$ cat src/rtl/parking_timer_if.sv
`default_nettype none
// ============================================================================
// Module   : parking_timer_if
// Brief    : Coin/tick inputs and MM:SS display outputs of the parking timer.
//            The master drives tick and coins; the slave (timer) drives the
//            display and status flags.
// Revision : 1.0  initial release
// ============================================================================
interface parking_timer_if;
  logic       tick_1hz;
  logic       coin_small;
  logic       coin_large;
  logic [3:0] digit3;
  logic [3:0] digit2;
  logic [3:0] digit1;
  logic [3:0] digit0;
  logic       parked;
  logic       expired;

  modport master (
    output tick_1hz, coin_small, coin_large,
    input  digit3, digit2, digit1, digit0, parked, expired
  );

  modport slave (
    input  tick_1hz, coin_small, coin_large,
    output digit3, digit2, digit1, digit0, parked, expired
  );
endinterface

`default_nettype wire

$ cat src/rtl/parking_timer.sv
`default_nettype none
// ============================================================================
// Module   : parking_timer
// Brief    : Coin-operated parking meter. Remaining time is held as four BCD
//            digits MM:SS, counts down on a 1 Hz tick and is topped up by
//            small/large coin events, saturating at 99:59.
//            Optional macro COIN_EDGE_DETECT_EN: coin inputs are treated as
//            levels and only their rising edge counts as an event.
// Revision : 1.0  initial release
// ============================================================================
module parking_timer #(
  parameter int SMALL_MIN = 1,  // minutes per small coin, 1..99
  parameter int LARGE_MIN = 5   // minutes per large coin, 1..99
) (
  input  logic           clk,
  input  logic           rst_n,
  parking_timer_if.slave bus
);

  typedef enum logic [1:0] {
    IDLE    = 2'd0,
    ACTIVE  = 2'd1,
    EXPIRED = 2'd2
  } state_t;

  // 9 bits hold the worst case 99 + 99 + 99 before saturation.
  localparam logic [8:0] SMALL_ADD = 9'(SMALL_MIN);
  localparam logic [8:0] LARGE_ADD = 9'(LARGE_MIN);

  state_t     state_q, state_d;
  logic [3:0] min_tens_q, min_ones_q, sec_tens_q, sec_ones_q;
  logic [3:0] min_tens_d, min_ones_d, sec_tens_d, sec_ones_d;
  logic       parked_q, parked_d;
  logic       expired_q, expired_d;

  logic       coin_small_ev;
  logic       coin_large_ev;
  logic       coin_ev;
  logic       dec;
  logic       t_zero_d;
  logic       borrow;
  logic [8:0] min_bin;
  logic [8:0] min_add;
  logic [8:0] min_sum;

`ifdef COIN_EDGE_DETECT_EN
  logic coin_small_prev_q;
  logic coin_large_prev_q;

  // Remember last cycle's coin levels so a held level counts only once.
  always_ff @(posedge clk or negedge rst_n) begin
    if (!rst_n) begin
      coin_small_prev_q <= 1'b0;
      coin_large_prev_q <= 1'b0;
    end else begin
      coin_small_prev_q <= bus.coin_small;
      coin_large_prev_q <= bus.coin_large;
    end
  end

  // Event is asserted in the first cycle the level is high.
  assign coin_small_ev = bus.coin_small & ~coin_small_prev_q;
  assign coin_large_ev = bus.coin_large & ~coin_large_prev_q;
`else
  assign coin_small_ev = bus.coin_small;
  assign coin_large_ev = bus.coin_large;
`endif

  assign coin_ev = coin_small_ev | coin_large_ev;
  assign dec     = bus.tick_1hz & (|{min_tens_q, min_ones_q, sec_tens_q, sec_ones_q});

  // Next time value: BCD decrement of seconds, then minutes handled in binary
  // so borrow, coin addition and saturation are one add and one compare.
  always_comb begin
    sec_tens_d = sec_tens_q;
    sec_ones_d = sec_ones_q;
    borrow     = 1'b0;
    if (dec) begin
      if (sec_ones_q != 4'd0) begin
        sec_ones_d = sec_ones_q - 4'd1;
      end else begin
        sec_ones_d = 4'd9;
        if (sec_tens_q != 4'd0) begin
          sec_tens_d = sec_tens_q - 4'd1;
        end else begin
          sec_tens_d = 4'd5;
          borrow     = 1'b1;  // only reachable with minutes > 0 since T > 0
        end
      end
    end

    min_bin = ({5'd0, min_tens_q} * 9'd10) + {5'd0, min_ones_q} - {8'd0, borrow};
    min_add = (coin_small_ev ? SMALL_ADD : 9'd0) + (coin_large_ev ? LARGE_ADD : 9'd0);
    min_sum = min_bin + min_add;

    if (min_sum > 9'd99) begin
      min_tens_d = 4'd9;
      min_ones_d = 4'd9;
      sec_tens_d = 4'd5;
      sec_ones_d = 4'd9;
    end else begin
      min_tens_d = 4'(min_sum / 9'd10);
      min_ones_d = 4'(min_sum % 9'd10);
    end
  end

  assign t_zero_d = ~(|{min_tens_d, min_ones_d, sec_tens_d, sec_ones_d});

  // Next state and registered status flags.
  always_comb begin
    state_d = state_q;
    case (state_q)
      IDLE: begin
        if (coin_ev) state_d = ACTIVE;
      end
      ACTIVE: begin
        // A decrement landing on zero means T was 00:01; a same-cycle coin
        // keeps the meter running instead.
        if (!coin_ev && dec && t_zero_d) state_d = EXPIRED;
      end
      EXPIRED: begin
        if (coin_ev) state_d = ACTIVE;
      end
      default: state_d = IDLE;
    endcase
    parked_d  = ~t_zero_d;
    expired_d = (state_d == EXPIRED);
  end

  // State, time digits and flags; asynchronous clear discards any same-cycle events.
  always_ff @(posedge clk or negedge rst_n) begin
    if (!rst_n) begin
      state_q    <= IDLE;
      min_tens_q <= 4'd0;
      min_ones_q <= 4'd0;
      sec_tens_q <= 4'd0;
      sec_ones_q <= 4'd0;
      parked_q   <= 1'b0;
      expired_q  <= 1'b0;
    end else begin
      state_q    <= state_d;
      min_tens_q <= min_tens_d;
      min_ones_q <= min_ones_d;
      sec_tens_q <= sec_tens_d;
      sec_ones_q <= sec_ones_d;
      parked_q   <= parked_d;
      expired_q  <= expired_d;
    end
  end

  assign bus.digit3  = min_tens_q;
  assign bus.digit2  = min_ones_q;
  assign bus.digit1  = sec_tens_q;
  assign bus.digit0  = sec_ones_q;
  assign bus.parked  = parked_q;
  assign bus.expired = expired_q;

endmodule

`default_nettype wire

$ cat src/flat_wrapper.sv
// flat-port wrapper written by rule: the top's interface ports become plain ports
module parking_timer_flat 
#(
  parameter int SMALL_MIN = 1,                                  
  parameter int LARGE_MIN = 5                                   
)
  (clk, rst_n, bus_tick_1hz, bus_coin_small, bus_coin_large, bus_digit3, bus_digit2, bus_digit1, bus_digit0, bus_parked, bus_expired);
  parking_timer_if bus_i ();
  input  logic clk;
  input  logic rst_n;
  input wire logic [$bits(bus_i.tick_1hz)-1:0] bus_tick_1hz;
  input wire logic [$bits(bus_i.coin_small)-1:0] bus_coin_small;
  input wire logic [$bits(bus_i.coin_large)-1:0] bus_coin_large;
  output wire logic [$bits(bus_i.digit3)-1:0] bus_digit3;
  output wire logic [$bits(bus_i.digit2)-1:0] bus_digit2;
  output wire logic [$bits(bus_i.digit1)-1:0] bus_digit1;
  output wire logic [$bits(bus_i.digit0)-1:0] bus_digit0;
  output wire logic [$bits(bus_i.parked)-1:0] bus_parked;
  output wire logic [$bits(bus_i.expired)-1:0] bus_expired;
  assign bus_i.tick_1hz = bus_tick_1hz;
  assign bus_i.coin_small = bus_coin_small;
  assign bus_i.coin_large = bus_coin_large;
  assign bus_digit3 = bus_i.digit3;
  assign bus_digit2 = bus_i.digit2;
  assign bus_digit1 = bus_i.digit1;
  assign bus_digit0 = bus_i.digit0;
  assign bus_parked = bus_i.parked;
  assign bus_expired = bus_i.expired;
  parking_timer #(.SMALL_MIN(SMALL_MIN), .LARGE_MIN(LARGE_MIN)) u_core (.clk(clk), .rst_n(rst_n), .bus(bus_i));
endmodule
$ cat config.mk
export PLATFORM = sky130hd
export DESIGN_NAME = parking_timer_flat
export DESIGN_NICKNAME = d
export VERILOG_FILES = /design/src/rtl/parking_timer_if.sv /design/src/rtl/parking_timer.sv /design/src/flat_wrapper.sv
export SDC_FILE = /design/constraint.sdc
export NUM_CORES = 1
export LEC_CHECK = 0
export ABC_CLOCK_PERIOD_IN_PS = 19620
export CELL_PAD_IN_SITES_DETAIL_PLACEMENT = 1
export CELL_PAD_IN_SITES_GLOBAL_PLACEMENT = 1
export CORE_MARGIN = 1
export CORE_UTILIZATION = 45
export DETAILED_ROUTE_END_ITERATION = 8
export PLACE_DENSITY = 0.87
export SLEW_MARGIN = 0
export SYNTH_ARGS = -nofsm -noshare
export SYNTH_HDL_FRONTEND = slang
export SYNTH_SLANG_ARGS = --single-unit
$ cat constraint.sdc
create_clock -name clk -period 19.62 [get_ports clk]
set_clock_uncertainty 0.2 [all_clocks]
set_input_delay 1.962 -clock clk [delete_from_list [all_inputs] [get_ports clk]]
set_output_delay 1.962 -clock clk [all_outputs]
set_load 0.01 [all_outputs]
Word level (Yosys, flattened, before mapping):

Cells that the tools add are included.

* register bits after elaboration: 20
* bits in read-only memories: 0
* input port bits: 5
* output and inout bits: 18
* latch bits: 0
* memory bits (writable): 0
* memories kept: 0
* word-level logic and storage cells: 49

* shift operators: 0
* $add $sub $neg: 6
* muxes and demuxes: 17
* divide/modulo/power cells: 2
* multiply operators: 1
* magnitude comparators: 1
* eq/ne operators: 3
* bitwise gates (word level): 3
* reductions and logical operators: 9

Operators with widths (count)
* 4-bit two-way mux: 9
* 16-bit OR reduction: 2
* 9-bit adder: 2
* 8-bit by 4-bit adder with 9-bit output: 1
* 9-bit by 4-bit divider with 9-bit output, second input constant: 1
* 9-bit by 7-bit greater-than comparator with 1-bit output, second input constant: 1
* 9-bit by 4-bit remainder unit with 9-bit output, second input constant: 1
* 9-bit by 1-bit subtractor with 9-bit output: 1
* 4-bit nonzero test: 2
* 4-bit by 1-bit subtractor with 4-bit output, second input constant: 2
* 4-bit by 3-bit multiplier with 7-bit output, second input constant: 1
* 2-bit == test, second input constant: 2
* 1-bit two-way mux: 4
* 2-bit two-way mux: 2
* 2-bit case mux with 2 select lines: 1
* 3-bit two-way mux: 1
* 2-bit by 1-bit == test with 1-bit output, second input constant: 1
* 1-bit logical AND: 2
* 2-bit logical NOT: 1
* 2-bit OR reduction: 1
* 1-bit bitwise AND: 1
* 1-bit logical NOT: 1
* 1-bit NOT: 1
* 1-bit OR: 1

Longest topological paths before layout:

Gate-level depths: netlist of the first run.

* depth in word-level cells: 14
* depth in mapped cells: 27
* depth with buffers taken out: 27

Worst setup path after synthesis of the first run:

Ideal clock, no wire load.

* kind: in2reg
* from: input port bus_tick_1hz
* to: register u_core.state_q[0]
* arrival time: 7777 ps
* setup slack: 11524 ps
* buffers on the path: 0
* library setup time: 119 ps
* stages on the path: 24
* data required time: 19301 ps
* cells stage by stage: o21ai_0 -> or3_1 -> or4_1 -> nor4_1 -> ha_1 -> inv_1 -> ha_1 -> ha_1 -> a211o_1 -> a41o_4 -> o21ba_2 -> a21oi_2 -> mux2_2 -> or4_4 -> o221ai_4 -> nor2_4 -> xnor2_1 -> ha_1 -> a21o_1 -> nor2_1 -> inv_1 -> a21oi_2 -> or4b_4 -> o21a_1

* word-level cells in the longest chain between the ends: 11
* elaborated cells on any way between the ends: 19
* those cells by class: add/sub (2); div (2); order compare (1); mux (9); bitwise (2); reduce/logical (3)

Ends and longest elaborated chain
* start, declared: RTL line flat_wrapper.sv:11 `input wire logic [$bits(bus_i.tick_1hz)-1:0] bus_tick_1hz;`
* 1-bit bitwise AND *: RTL line parking_timer.sv:70 `assign dec = bus.tick_1hz & (|{min_tens_q, min_ones_q, sec_tens_q, sec_ones_q});`
* 1-bit two-way mux: RTL line parking_timer.sv:78 `if (dec) begin`
* 9-bit by 1-bit subtractor with 9-bit output: RTL line parking_timer.sv:92 `min_bin = ({5'd0, min_tens_q} * 9'd10) + {5'd0, min_ones_q} - {8'd0, borrow};`
* 9-bit adder: RTL line parking_timer.sv:94 `min_sum = min_bin + min_add;`
* 9-bit by 4-bit remainder unit with 9-bit output (tied with other cells): RTL line parking_timer.sv:103 `min_ones_d = 4'(min_sum % 9'd10);`
* 4-bit two-way mux: RTL line parking_timer.sv:96 `if (min_sum > 9'd99) begin`
* 16-bit OR reduction: RTL line parking_timer.sv:107 `assign t_zero_d = ~(|{min_tens_d, min_ones_d, sec_tens_d, sec_ones_d});`
* 1-bit NOT: RTL line parking_timer.sv:107
* 1-bit logical AND *: RTL line parking_timer.sv:119 `if (!coin_ev && dec && t_zero_d) state_d = EXPIRED;`
* 2-bit two-way mux *: RTL line parking_timer.sv:119
* 2-bit case mux with 2 select lines *: RTL line parking_timer.sv:112 `case (state_q)`
* via u_core.state_d[0]: RTL line parking_timer.sv:30 `state_t state_q, state_d;`
* end signal, assigned: RTL line parking_timer.sv:141 `state_q <= state_d;`
* end, declared: RTL line parking_timer.sv:30

Mark *: on every way through the listed nets, which the timed path passes. The rest lies on a longest branch.

Final worst setup path of the first run:

Same ends and word-level chain as after synthesis.

==> metrics.cfg, run 1 <==
[run_status]
status = completed

[timing]
maxSlewViolCount = 0
final_hold_viol_count = 0
fin_hold_ws_ps = 364
finalCritPeriodShare = 0.463
period_needed_ps = 9080
rsz0062_at_grt = no
setup_tns_ps = 0
setup_viol = 0
maxSlewHeadroom = 0.390
tightest_slew_ps = 912
fmax_mhz = 110

[drt]
drcViolationCount = 0
drt-wirelength-per-cell_um = 19.2
wirelength_mm = 6.84
dr.pass1.iters = 4
via_per_inst = 6.24
vias = 2221
drt-initial-drc-count = 151
ant_nets = 0

[logic_synthesis]
synth_edf_count = 0
syn_inst = 270
synth_seq_area_share = 0.215
synthArstFlopShare = 1.00
post_synth.cell_area_avg_um2 = 8.61
yosysWarnings = 0
syn_area_mm2 = 0.00232
yosysUniqueCellTypes = 69
ys_seq_elements = 20
syn-num-nets = 302
synth_ff_type = dfrtp_1

[placement]
place.gp.congestion = 0.897
placed_cells = 352
dp_hpwl_mm = 5.34
io_buffer_count = 22

[floorplanning]
core.rowCount = 25
die_height_um = 73.9
die_w_um = 73.9
dieArea_mm2 = 0.00546
boundaryPins = 23
start_util = 0.479
coreArea_mm2 = 0.00485

[worst_setup_path]
cp.arrival_ps = 9040
worst_setup_path_start_kind = input port
cp_data_required_time_ps = 19580
endpoint_kind = flip-flop
path_max_fanout = 10
crit_type = in2reg

[global_routing]
overflow = 0
grt_pass1_vias = 2164
grt_pass1_wl_mm = 11.1
grt_util_all_layers = 0.267
antenna_found_initial = 0
grt_max_degree = 21

[cts]
cts_tree = yes
h-tree-depth = 1
clk_pin_slew_ps = 80
cts_buffers = 3
cts.repair.resized = 0
clock_path_buffers = 2
postCtsSetupRepairBufs = 0
clockRootBuffer = clkbuf_8
worstSkewPairLatency_ps = 270
cts_hold_buf = 0
clock-sinks = 20

[finish]
drive_gt1_frac = 0.0900
n_fill_cell = 572
seqCellArea_um2 = 500
syn2layout_area_growth_pct = 14.5
multi_input_area_mm2 = 0.00170
nNetsFinal = 322
fin_cells = 356
diodes = 0
fin_util = 0.549

[job]
drv_cap = 0

[hold_path]
hold_path.class = reg2reg

logic make-up (layout without fill, tap and decap cells):
| kind of cell | Yosys count | count (layout) | share of synthesized area |
|---|---|---|---|
| compound gates | 77 | 77 | 0.256 |
| xor+xnor | 13 | 13 | 0.0603 |
| fa+ha+maj | 27 | 27 | 0.158 |
| buf+inv | 31 | 50 | 0.0554 |
| flops | 20 | 20 | 0.215 |
| mux | 4 | 4 | 0.0183 |
| simple gates | 98 | 98 | 0.236 |
layer usage:
metal  share of wire  up-vias  wire (um)  GRT usage
met5               0        -          0          0
met4           0.017        0        117     0.0791
met3           0.035       13        238     0.0302
met2            0.47       63       3210      0.428
met1            0.48     1101       3280      0.375
li1                -     1044          -          -
synthesized netlist by cell type (all sizes together) (2+ instances only):
| cell type | number | area [um2] |
|---|---|---|
| nor4b | 2 | 17.5 |
| nor4 | 5 | 37.5 |
| o32ai | 2 | 17.5 |
| a22oi | 2 | 15.0 |
| a211oi | 2 | 15.0 |
| a21oi | 16 | 87.6 |
| a2111oi | 2 | 23.8 |
| o21a | 3 | 22.5 |
| o2bb2ai | 3 | 26.3 |
| ha | 23 | 288 |
| a31oi | 2 | 18.8 |
| a21o | 7 | 52.6 |
| or4 | 4 | 33.8 |
| nor2 | 17 | 71.3 |
| nor3 | 10 | 50.1 |
| nand3b | 4 | 30.0 |
| clkbuf | 2 | 7.51 |
| xnor2 | 8 | 88.8 |
| xor2 | 5 | 51.3 |
| o221ai | 2 | 35.0 |
| o31ai | 3 | 22.5 |
| fa | 4 | 80.1 |
| nand2b | 2 | 12.5 |
| buf | 5 | 31.3 |
| nor3b | 2 | 15.0 |
| inv | 24 | 90.1 |
| a311oi | 2 | 23.8 |
| and4b | 2 | 23.8 |
| o21bai | 2 | 15.0 |
| nand2 | 18 | 67.6 |
| and3 | 6 | 37.5 |
| mux2 | 2 | 22.5 |
| a211o | 2 | 17.5 |
| or2 | 2 | 12.5 |
| mux2i | 2 | 20.0 |
| or3 | 3 | 18.8 |
| dfrtp | 20 | 500 |
| nand3 | 16 | 80.1 |
| o21ai | 17 | 92.6 |
per-stage QoR:
step	setup slack (ps)	area, um2
2_1_floorplan	11520	2320
3_3_place_gp	10620	2590
3_5_place_dp	10350	2590
4_1_cts	10580	2660
5_1_grt	10160	2660
6_report	10540	2660
final timing paths:
kind | from | endpoint | slack [ps] | depth (start not counted)
setup / recovery | bus_tick_1hz | u_core.state_q[0]$_DFF_PN0_ | 10540 | 26
hold / removal | u_core.state_q[1]$_DFF_PN0_ | u_core.bus.expired$_DFF_PN0_ | 360 | 2
setup reg to reg | u_core.bus.digit1[1]$_DFF_PN0_ | u_core.state_q[0]$_DFF_PN0_ | 12020 | 27
hold reg to reg | u_core.state_q[1]$_DFF_PN0_ | u_core.bus.expired$_DFF_PN0_ | 360 | 2
max in group asynchronous | rst_n | u_core.bus.digit0[1]$_DFF_PN0_ | 16650 | 1
min in group asynchronous | rst_n | u_core.bus.digit1[0]$_DFF_PN0_ | 2000 | 1
worst max-delay path: stages:
cell and delay [ps]:
clkdlybuf4s50_1 480, o21ai_0 220, or3_1 460, or4_1 530, nor4_1 250, ha_1 300, fa_1 370, inv_1 60
ha_1 180, fa_1 260, nand3_1 230, and3_1 270, o21ai_2 390, nor2_1 120, mux2_2 310, or4_4 580
o221ai_4 310, nor2_4 130, xnor2_1 180, ha_1 190, a21o_1 200, nor2_1 130, inv_1 70, a21oi_2 150
or4b_4 500, o21a_1 180
flip-flops by register name (all words and copies together) (netlist names):
name / count
u_core.bus.digit1: 4
u_core.state_q: 2
u_core.bus.digit3: 4
u_core.bus.expired: 1
u_core.bus.digit2: 4
u_core.bus.parked: 1
u_core.bus.digit0: 4
placed cells by master (no fill, tap or decap), types with 6 or more instances in the layout:
master,n
and3_1,6
ha_1,23
dfrtp_1,20
xnor2_1,7
inv_1,24
a21o_1,7
a21oi_1,14
nand2_1,18
nand3_1,16
o21ai_0,11
nor2_1,16
nor3_1,10
clkdlybuf4s50_1,22
final cells by class:
class                      instances  area share
clock buffer                       3      0.0155
clock inverter                     1      0.0113
inverter                          24      0.0339
multi-input combinational        219       0.637
sequential                        20       0.188
tap                               67      0.0315
timing repair buffer              22      0.0827
Power of run 1 is left out: the tool's default activity adds up to more than one toggle a clock period on the data nets, which glitch-free logic cannot reach.
==> inputs of run 2 (changes only) <==
--- a/config.mk
+++ b/config.mk
@@ -5,13 +5,13 @@
 export SDC_FILE = /design/constraint.sdc
 export NUM_CORES = 1
 export LEC_CHECK = 0
-export ABC_CLOCK_PERIOD_IN_PS = 19620
+export ABC_CLOCK_PERIOD_IN_PS = 9400
 export CELL_PAD_IN_SITES_DETAIL_PLACEMENT = 1
 export CELL_PAD_IN_SITES_GLOBAL_PLACEMENT = 1
 export CORE_MARGIN = 1
-export CORE_UTILIZATION = 45
+export CORE_UTILIZATION = 44
 export DETAILED_ROUTE_END_ITERATION = 8
-export PLACE_DENSITY = 0.87
+export PLACE_DENSITY = 0.86
 export SLEW_MARGIN = 0
 export SYNTH_ARGS = -nofsm -noshare
 export SYNTH_HDL_FRONTEND = slang
==> constraint.sdc (replaced) <==
create_clock -name clk -period 9.4 [get_ports clk]
set_clock_uncertainty 0.2 [all_clocks]
set_input_delay 0.94 -clock clk [delete_from_list [all_inputs] [get_ports clk]]
set_output_delay 0.94 -clock clk [all_outputs]
set_load 0.01 [all_outputs]
==> metrics.cfg, run 2 (synthesis results as in run 1) <==
[timing]
maxSlewViolCount = 0
final_hold_viol_count = 0
period_needed_ps = 7970
setup_ws_ps = 1430
rsz0062_at_grt = no
setup_viol = 0
tightest_slew_ps = 897
setup_tns_ps = 0
maxSlewHeadroom = 0.400
fmax_mhz = 125
finalCritPeriodShare = 0.848

[worst_setup_path]
endpoint_kind = flip-flop
critical_path.max_stage_delay_ps = 680
worst_setup_path_start_kind = input port
crit_slowest_cell = xor2_1
worstReg2RegStart = u_core.bus.digit1[1]$_DFF_PN0_
crit_type = in2reg
r2r_cells = 25
crit_family = simple AND/OR/NAND/NOR gates
cp.buffers_inverters = 3
crit_chain = clkdlybuf4s50_1 > o21ai_0 > or3_1 > or4_1 > nor4_1 > ha_1 > inv_1 > ha_1 > ha_1 > fa_1 > xor2_1 > a21oi_1 > o32ai_1 > nor4_2 > a2111oi_2 > nor2_4 > xnor2_1 > ha_1 > a21o_1 > nor2_1 > inv_1 > a21oi_2 > or4b_4 > o21a_1
worst_r2r_endpoint = u_core.state_q[0]$_DFF_PN0_
path_max_fanout = 10
r2r_slack_ps = 1860
cpMostUsedCell = ha_1
cp.arrival_ps = 7920
cp_data_required_time_ps = 9350

[global_routing]
overflow = 0
grt_util_all_layers = 0.245
grt_pass1_wl_mm = 10.4
antenna_found_initial = 0
grt_pass1_vias = 2105
grt_max_degree = 21

[drt]
vias = 2173
drt-wirelength-per-cell_um = 17.7
wirelength_mm = 6.34
via_per_inst = 6.07
dr.pass1.iters = 4
drcViolationCount = 0
top_layer = met4
wirelength_met1_mm = 3.03
ant_nets = 0
wl_met3_um = 204
wl_met2_mm = 3.00
drt-initial-drc-count = 147

[cts]
worstSkewPairLatency_ps = 260
cts.repair.resized = 0
cts_buffers = 3
clockRootBuffer = clkbuf_8
clk_pin_slew_ps = 70
cts_tree = yes
postCtsSetupRepairBufs = 0
h-tree-depth = 1
cts_hold_buf = 0
clock_path_buffers = 2
clock-sinks = 20

[finish]
drive_gt1_frac = 0.0868
diodes = 0
nNetsFinal = 322
final_common_cell = inv_1
fin_cells = 358
syn2layout_area_growth_pct = 13.3
most-common-layout-cells = inv_1, ha_1, clkdlybuf4s50_1

[hold_path]
hold_start = u_core.state_q[1]$_DFF_PN0_
hold_end = u_core.bus.expired$_DFF_PN0_
hold_path.class = reg2reg
min_path_cells = 2

[floorplanning]
boundaryPins = 23
coreArea_mm2 = 0.00511
die_w_um = 74.7
dieArea_mm2 = 0.00558
die_height_um = 74.7
core.rowCount = 26
start_util = 0.455

[job]
drv_cap = 0

[placement]
dpl_worst_slack_ps = 1180
dp_hpwl_mm = 5.03
placed_cells = 355
io_buffer_count = 22
place.gp.congestion = 0.896

[run_status]
status = completed

-- run 2: cell count changes in the layout (fill, tap and decap cells not counted) --
cell       delta
bufinv_16     -1
-- run 2: cell type report --
type	instances	area, um2
clock buffers	3	41.3
well taps	70	87.6
flip-flops and latches	20	500
inverters	24	90.1
fillers	625	2470
multi-input cells	219	1700
repair buffers	22	220
-- run 2: metrics by stage --
stage,hold WS [ps],utilization,cell area (um2)
2_1_floorplan,298,-,2320
3_3_place_gp,327,0.508,2590
3_5_place_dp,340,0.508,2590
4_1_cts,379,0.516,2640
5_1_grt,433,0.516,2640
6_report,394,0.516,2640
-- run 2: layer usage --
layer,vias to the layer above,global-route usage
li1,1042,-
met1,1083,0.350
met2,39,0.387
met3,9,0.0281
met4,0,0.0734
met5,-,0
-- run 2: worst register-to-register path, delay by kind of cell (launching register included) --
family | cells | cell delay, ps
XOR/XNOR | 2 | 870
buffers and inverters | 2 | 110
AO/OA/AOI/OAI | 7 | 2020
flip-flops | 1 | 500
adder cells (fa/ha/maj) | 5 | 1340
AND/OR/NAND/NOR | 9 | 2410
-- run 2: worst max path at each step --
stage	from	endpoint	slack [ps]	cells past startpoint
after global placement	bus_tick_1hz	u_core.state_q[0]$_DFF_PN0_	1450	24
after floorplan	bus_tick_1hz	u_core.state_q[0]$_DFF_PN0_	2330	24
after CTS	bus_tick_1hz	u_core.state_q[0]$_DFF_PN0_	1450	24
final	bus_tick_1hz	u_core.state_q[0]$_DFF_PN0_	1430	24
after detailed placement	bus_tick_1hz	u_core.state_q[0]$_DFF_PN0_	1180	24
after global routing	bus_tick_1hz	u_core.state_q[0]$_DFF_PN0_	940	24
Power of run 2 is left out for the same reason.
==> inputs of run 3 (changes only) <==
--- a/config.mk
+++ b/config.mk
@@ -5,13 +5,13 @@
 export SDC_FILE = /design/constraint.sdc
 export NUM_CORES = 1
 export LEC_CHECK = 0
-export ABC_CLOCK_PERIOD_IN_PS = 9400
+export ABC_CLOCK_PERIOD_IN_PS = 6400
 export CELL_PAD_IN_SITES_DETAIL_PLACEMENT = 1
 export CELL_PAD_IN_SITES_GLOBAL_PLACEMENT = 1
 export CORE_MARGIN = 1
-export CORE_UTILIZATION = 44
+export CORE_UTILIZATION = 40
 export DETAILED_ROUTE_END_ITERATION = 8
-export PLACE_DENSITY = 0.86
+export PLACE_DENSITY = 0.82
 export SLEW_MARGIN = 0
 export SYNTH_ARGS = -nofsm -noshare
 export SYNTH_HDL_FRONTEND = slang
==> constraint.sdc (replaced) <==
create_clock -name clk -period 6.4 [get_ports clk]
set_clock_uncertainty 0.2 [all_clocks]
set_input_delay 0.64 -clock clk [delete_from_list [all_inputs] [get_ports clk]]
set_output_delay 0.64 -clock clk [all_outputs]
set_load 0.01 [all_outputs]
==> metrics.cfg, run 3 (synthesis results as in run 1) <==
[run_status]
status = complete, but fails checks
violations = negative setup slack

[worst_setup_path]
worst_setup_path_start_kind = flip-flop
path_max_fanout = 5
worstReg2RegStart = u_core.bus.digit3[1]$_DFF_PN0_
cp_data_required_time_ps = 6370
cp.buffers_inverters = 2
cp-startpoint = u_core.bus.digit3[1]$_DFF_PN0_
crit_type = reg2reg
crit_slowest_cell = or4_4
crit_family = simple AND/OR/NAND/NOR gates
critical_path.max_stage_delay_ps = 570
cp.arrival_ps = 6820
endpoint_kind = flip-flop

[timing]
setup_tns_ps = -2450
period_needed_ps = 6850
rsz0062_at_grt = yes
finalCritPeriodShare = 1.07
fmax_mhz = 146
final_hold_viol_count = 0
setup_viol = 8
setup_ws_ps = -449
tightest_slew_ps = 1040
maxSlewViolCount = 0
maxSlewHeadroom = 0.303

[drt]
drt-initial-drc-count = 226
vias = 3041
ant_nets = 0
drt-wirelength-per-cell_um = 29.2
drcViolationCount = 0
via_per_inst = 6.61
wirelength_mm = 13.4
dr.pass1.iters = 4

[global_routing]
grt_max_degree = 21
overflow = 0
grt_pass1_vias = 3270
antenna_found_initial = 0
grt_util_all_layers = 0.398
grt_pass1_wl_mm = 18.3

[cts]
clock_path_buffers = 2
h-tree-depth = 1
clockRootBuffer = clkbuf_8
worstSkewPairLatency_ps = 280
clk_pin_slew_ps = 90
cts_tree = yes
cts_buffers = 3
clock-sinks = 20
cts_hold_buf = 0

[hold_path]
hold_path.class = reg2reg
hold_start = u_core.state_q[1]$_DFF_PN0_

[finish]
final_common_cell = buf_4
nNetsFinal = 421
drive_gt1_frac = 0.446
n_fill_cell = 614
syn2layout_area_growth_pct = 62.2
most-common-layout-cells = buf_4, inv_1, clkdlybuf4s50_1
diodes = 0

[placement]
dp_hpwl_mm = 7.00
place.gp.congestion = 0.894
io_buffer_count = 22

[floorplanning]
dieArea_mm2 = 0.00612
boundaryPins = 23
coreArea_mm2 = 0.00554
core.rowCount = 27
die_w_um = 78.2
die_height_um = 78.2
start_util = 0.420

[job]
drv_cap = 0

run 3: cell type report:
cell class,instances,area (um2),share of cell area
Multi-Input combinational cell,219,2040,0.541
Inverter,24,90.1,0.0239
Tap cell,72,90.1,0.0239
Sequential cell,20,507,0.134
Timing Repair Buffer,121,990,0.262
Clock buffer,4,55.1,0.0146
run 3: final timing paths:
kind,to,slack [ps],cells past startpoint
worst max-delay path,u_core.state_q[0]$_DFF_PN0_,-450,27
worst min-delay path,u_core.state_q[1]$_DFF_PN0_,440,2
worst max register to register,u_core.state_q[0]$_DFF_PN0_,-450,27
worst min register to register,u_core.state_q[1]$_DFF_PN0_,440,2
max in group asynchronous,u_core.bus.digit0[2]$_DFF_PN0_,4580,1
min in group asynchronous,u_core.bus.digit1[3]$_DFF_PN0_,720,1
run 3: timing repair:
item | 4_1_cts | 5_1_grt
resized for setup | 34 | 21
pin swaps | 24 | 33
buffers inserted | 16 | 17
hold endpoints to repair | 0 | 0
endpoints found under the setup margin | 8 | 8
run 3: worst min-delay path, stage by stage (launching register included):
cell and delay [ps]:
dfrtp_1 360, nand3b_1 120, o21ai_1 120
run 3: routing by layer:
layer	up-vias	wire, um	track usage
met2	205	6290	0.722
met4	0	1190	0.217
met5	-	0	0
li1	1249	-	-
met1	1490	4960	0.444
met3	97	1020	0.0605
run 3: stage by stage:
step                      setup WS, ps  utilization  instance area (um2)  hold WS (ps)  cells
after floorplan                  -94.0            -                 2390           144    270
after detailed placement          -693        0.577                 3200           368    427
after CTS                        -72.5        0.640                 3540           386    446
after global placement            -493        0.577                 3200           321    427
final                             -449        0.681                 3770           438    460
after global routing              -523        0.681                 3770           446    460
Power of run 3 is left out for the same reason.
